[config.mk]
export PLATFORM = sky130hd
export DESIGN_NAME = corr_accum_window
export DESIGN_NICKNAME = d
export VERILOG_FILES = /design/src/rtl/corr_accum_window.sv
export SDC_FILE = /design/constraint.sdc
export NUM_CORES = 1
export LEC_CHECK = 0
export ABC_AREA = 1
export CAP_MARGIN = 20
export CORE_MARGIN = 2
export CORE_UTILIZATION = 40
export DETAILED_ROUTE_END_ITERATION = 6
export MAX_ROUTING_LAYER = met4
export PLACE_DENSITY = 0.67
export SYNTH_ARGS = -nofsm -noshare
export SYNTH_HDL_FRONTEND = slang
export SYNTH_SLANG_ARGS = --single-unit
export TNS_END_PERCENT = 1
[constraint.sdc]
create_clock -name clk -period 2.5 [get_ports clk]
set_input_delay 0.75 -clock clk [delete_from_list [all_inputs] [get_ports clk]]
set_output_delay 0.75 -clock clk [all_outputs]
set_load 0.01 [all_outputs]
[src/rtl/corr_accum_window.sv]
// Windowed, saturating accumulator for correlator products with a one-deep AXI-Stream output register.
// Optional macro CORR_ACCUM_THRESH_EN adds thresh input and m_axis_tuser (|sum| >= thresh) output.
//
// state | meaning
// IDLE  | waiting for the first sample of a window
// RUN   | window open, accumulating until cnt reaches len
module corr_accum_window #(
  parameter int IN_WIDTH  = 18,
  parameter int ACC_WIDTH = 32,
  parameter int CNT_WIDTH = 12
) (
  input  logic                 clk,
  input  logic                 sync_reset,
  input  logic                 s_axis_tvalid,
  input  logic [47:0]          s_axis_tdata,
  input  logic [CNT_WIDTH-1:0] win_len,
`ifdef CORR_ACCUM_THRESH_EN
  input  logic [ACC_WIDTH-1:0] thresh,
  output logic [0:0]           m_axis_tuser,
`endif
  output logic                 m_axis_tvalid,
  output logic [ACC_WIDTH-1:0] m_axis_tdata,
  input  logic                 m_axis_tready,
  output logic                 overrun
);

  localparam logic signed [ACC_WIDTH-1:0] ACC_MAX = {1'b0, {(ACC_WIDTH-1){1'b1}}};
  localparam logic signed [ACC_WIDTH-1:0] ACC_MIN = {1'b1, {(ACC_WIDTH-1){1'b0}}};

  typedef enum logic {IDLE, RUN} state_t;

  state_t                       state;
  logic signed [ACC_WIDTH-1:0]  acc;
  logic [CNT_WIDTH-1:0]         cnt;
  logic [CNT_WIDTH-1:0]         len;
  logic                         done_q;

  logic signed [IN_WIDTH-1:0]   x_in;
  logic signed [ACC_WIDTH-1:0]  x_ext;
  logic signed [ACC_WIDTH:0]    sum_wide;
  logic signed [ACC_WIDTH-1:0]  acc_sat;
  logic [CNT_WIDTH-1:0]         len_start;
  logic [CNT_WIDTH-1:0]         cnt_next;
  logic                         unused_tdata;

  assign unused_tdata = ^s_axis_tdata[47:IN_WIDTH];
  assign x_in         = s_axis_tdata[IN_WIDTH-1:0];
  assign x_ext        = ACC_WIDTH'(x_in);
  assign sum_wide     = (ACC_WIDTH+1)'(acc) + (ACC_WIDTH+1)'(x_ext);
  assign len_start    = (win_len == '0) ? CNT_WIDTH'(1) : win_len;
  assign cnt_next     = cnt + 1'b1;

  // Top two bits of the widened sum disagree only on overflow
  always_comb begin
    acc_sat = sum_wide[ACC_WIDTH-1:0];
    if (sum_wide[ACC_WIDTH] != sum_wide[ACC_WIDTH-1])
      acc_sat = sum_wide[ACC_WIDTH] ? ACC_MIN : ACC_MAX;
  end

`ifdef CORR_ACCUM_THRESH_EN
  logic [ACC_WIDTH-1:0] thresh_q;
  logic [ACC_WIDTH-1:0] abs_acc;

  always_comb begin
    abs_acc = acc;
    if (acc == ACC_MIN)   abs_acc = ACC_MAX;
    else if (acc[ACC_WIDTH-1]) abs_acc = -acc;
  end

  always_ff @(posedge clk) begin
    if (sync_reset) begin
      thresh_q     <= '0;
      m_axis_tuser <= '0;
    end else begin
      if (state == IDLE && s_axis_tvalid) thresh_q <= thresh;
      if (done_q && (!m_axis_tvalid || m_axis_tready)) m_axis_tuser <= (abs_acc >= thresh_q);
    end
  end
`endif

  // acc holds the finished sum during the cycle done_q is high; the output stage reads it then
  always_ff @(posedge clk) begin
    if (sync_reset) begin
      state         <= IDLE;
      acc           <= '0;
      cnt           <= '0;
      len           <= '0;
      done_q        <= 1'b0;
      m_axis_tvalid <= 1'b0;
      m_axis_tdata  <= '0;
      overrun       <= 1'b0;
    end else begin
      done_q <= 1'b0;
      case (state)
        IDLE: begin
          if (s_axis_tvalid) begin
            len <= len_start;
            acc <= x_ext;
            cnt <= CNT_WIDTH'(1);
            if (len_start == CNT_WIDTH'(1)) done_q <= 1'b1;
            else                            state  <= RUN;
          end
        end
        RUN: begin
          if (s_axis_tvalid) begin
            acc <= acc_sat;
            cnt <= cnt_next;
            if (cnt_next == len) begin
              done_q <= 1'b1;
              state  <= IDLE;
            end
          end
        end
        default: state <= IDLE;
      endcase

      if (done_q) begin
        if (!m_axis_tvalid || m_axis_tready) begin
          m_axis_tvalid <= 1'b1;
          m_axis_tdata  <= acc;
        end else begin
          overrun <= 1'b1;
        end
      end else if (m_axis_tready) begin
        m_axis_tvalid <= 1'b0;
      end
    end
  end

endmodule

==> flow_metrics.py <==
metrics = {
    "logic_synthesis": {
        "synth_most_common_cell": "nand2_1",
        "syn_nets": 1133,
        "synth.area.top_cells": "dfxtp_1 29%, nand2_1 18%, nor2_1 9.4%",
        "synth_seq_cells": 92,
        "async_flop_share_pct": 0,
        "syn_area_per_cell_um2": 6.22,
        "synth_top_area_share_pct": 28.6,
        "ys_types": 37,
        "synth_top_area_cell": "dfxtp_1",
        "synth_top_family_by_area": "simple AND/OR/NAND/NOR gates",
        "synth_mux_area_share_pct": 0,
        "syn_inst": 1035,
        "synth_fa_ha_area_share_pct": 6.72,
        "synthFlopType": "dfxtp_1",
        "ys_seq_area_share_pct": 28.6,
        "synth_edf_count": 0,
        "synth.cell_area_um2": 6440,
        "synth_simple_gate_area_share_pct": 37.8,
        "synthXorXnorAreaFrac_pct": 4.49,
        "synth_compound_area_share_pct": 13.6,
        "synth_warnings": 0,
        "ys_top_cells_by_count": "313 x nand2_1, 162 x nor2_1, 99 x inv_1, 92 x dfxtp_1, 63 x a21oi_1",
    },
    "detailed_routing": {
        "drt_iter0_markers": 497,
        "vias": 7299,
        "ant_nets": 0,
        "routed_wl_mm": 21.3,
        "first_pass_iters": 5,
        "wl_per_cell_um": 14.5,
        "viasPerCell": 4.98,
        "drc": 0,
    },
    "setup_path": {
        "crit_end": "acc[17]$_SDFFE_PP0P_",
        "reg2reg_depth": 18,
        "rrSetupSlack_ps": -60,
        "slowest_delay_ps": 300,
        "critPathSlowestCell": "ha_4",
        "crit_chain": "buf_8, buf_12, buf_12, ha_4, nand2_2, nor2_4, nand2_2, nor4_4, nand2_2, buf_6, nand3_2, nand2_2, a21oi_4, buf_12, buf_12, nand2_2, nand2_2, a21oi_2",
        "start_kind": "primary input",
        "worstSetupPathType": "primary input to flip-flop",
        "reg2reg_from": "acc[0]$_SDFFE_PP0P_",
        "required_ps": 2740,
        "cpMostUsedCell": "nand2_2",
        "cp-end-kind": "flip-flop",
        "r2r-end": "acc[17]$_SDFFE_PP0P_",
        "cp_max_fo": 7,
        "critPathLaunch": "s_axis_tdata[17]",
        "cp.arrival_ps": 3010,
    },
    "timing": {
        "slew_headroom_pct": 72.0,
        "setup_viol_count_final": 31,
        "fmax_ghz": 0.360,
        "tightest_slew_ps": 419,
        "fin_worst_skew_ps": 15.3,
        "final-hold-violation-count": 0,
        "rsz0062_at_grt": "yes",
        "fin_crit_sh_pct": 111,
        "setup_slack_ps": -275,
        "setup_tns_ps": -7490,
        "fin_hold_ws_ps": 457,
        "fin_crit_ps": 2780,
        "drv_slew": 0,
    },
    "global_route": {
        "track_usage_pct": 25.6,
        "first_global_vias": 6846,
        "grt_max_degree": 44,
        "gr-total-overflow": 0,
        "antenna_found_initial": 0,
        "grt_pass1_wl_mm": 33.4,
    },
    "die": {
        "die_h_um": 131,
        "start_util_pct": 40.7,
        "die_area_um2": 17100,
        "core_um2": 15800,
        "rows": 46,
        "die_w_um": 131,
        "ioPinCount": 98,
    },
    "clock_network": {
        "cts_sinks": 92,
        "cts-root-buf": "clkbuf_16",
        "cts_tree": "done",
        "clk_latency_ps": 360,
        "numCtsBuffers": 9,
        "path_clk_slew_ps": 70,
        "clk_path_buf_depth": 2,
        "htreeDepth": 3,
    },
    "min_path": {
        "hp-class": "flip-flop to flip-flop",
        "hold_start": "overrun$_SDFFE_PP0P_",
    },
    "cells_and_area": {
        "diodes": 0,
        "area_delta_synth_final_pct": 50.6,
        "nNetsFinal": 1342,
        "drive_above_1_share_pct": 29.3,
    },
    "pwr": {
        "ir_drop_v": 0.000406,
        "cellPowerDensity_nw_per_um2": 529,
        "power_w": 0.00513,
        "p_leak_nw": 4.39,
    },
    "run_status": {
        "failed_checks": "setup timing",
        "status": "complete, but fails checks",
    },
    "place": {
        "portBuffers": 67,
        "gp_congestion": 0.921,
        "hpwl_mm": 14.2,
    },
    "flow_run": {
        "cap_violations": 0,
    },
}
-- placed cells by master (no fill, tap or decap), drive strengths merged --
cell type,instances
clkdlybuf4s50,48
a31oi,2
a21o,1
ha,33
fa,1
a21oi,84
dfxtp,92
dlygate4sd2,12
clkinv,1
o21ai,57
nand3b,2
xnor2,12
bufinv,2
nand3,36
nor2,163
buf,166
nor3,23
nand4,4
clkdlybuf4s15,1
nand2,352
inv,103
clkbuf,15
o21bai,8
xor2,21
clkinvlp,1
o22ai,1
or2,2
nor4,6
-- critical path: cells and delay by family --
kind / cells / cell delay (ps)
adders and majority gates: 1 / 300
buffers and inverters: 6 / 810
and+or+nand+nor: 9 / 910
AOI/OAI and AO/OA: 2 / 230
-- through the flow --
stage	cell area (um2)	std cells	utilization, %	worst slack (ps)
2_1_floorplan	6470	1035	-	-95.4
3_3_place_gp	8260	1417	52.2	-853
3_5_place_dp	8260	1417	52.2	-887
4_1_cts	9510	1461	60.1	-164
5_1_grt	9700	1465	61.3	-339
6_report	9700	1465	61.3	-275
-- cell families after synthesis --
kind of cell / count (synthesis)
flops: 92
fa+ha+maj: 34
xor+xnor: 33
compound gates: 153
buf+inv: 135
simple gates: 588
-- registers in the layout (all words and copies together), names as in the netlist --
name,count
overrun,1
acc,32
m_axis_tvalid,1
m_axis_tdata,32
len,12
state,1
cnt,12
done_q,1
-- power breakdown --
part           total, W  switching [W]  leakage (nW)  internal (W)
logic           0.00196        0.00102          3.48      0.000935
clock network   0.00156       0.000672         0.155      0.000891
registers       0.00161      0.0000791         0.751       0.00153
-- routing by layer --
metal,track usage (%),up-vias,share of wire (%)
met3,4.48,50,4.9
met5,-,-,0
li1,-,3708,-
met4,9.89,0,3.4
met2,42.5,181,48
met1,31.0,3360,44
-- final cells by class --
class / count / area (um2)
clock inverters: 6 / 96.3
flip-flops and latches: 92 / 1840
repair buffers: 232 / 2100
inverters: 101 / 379
multi-input cells: 808 / 4790
fillers: 1424 / 6130
well taps: 216 / 270
clock buffers: 10 / 229
-- timing repair --
item / 4_1_cts / 5_1_grt
buffers inserted: 25 / 5
setup endpoints to repair: 32 / 32
hold buffers: 0 / 0
pin swaps: 45 / 25
gates cloned: 4 / 2
resized for setup: 125 / 60
-- how the worst min path moves through the flow --
stage,to,slack [ps],cells past startpoint
finish,overrun$_SDFFE_PP0P_,460,2
detailed placement,overrun$_SDFFE_PP0P_,460,2
global route,overrun$_SDFFE_PP0P_,480,2
global placement,overrun$_SDFFE_PP0P_,440,2
CTS,overrun$_SDFFE_PP0P_,470,2
floorplan,cnt[6]$_SDFFE_PP0P_,450,2
Power figures use the tool's default switching activity.
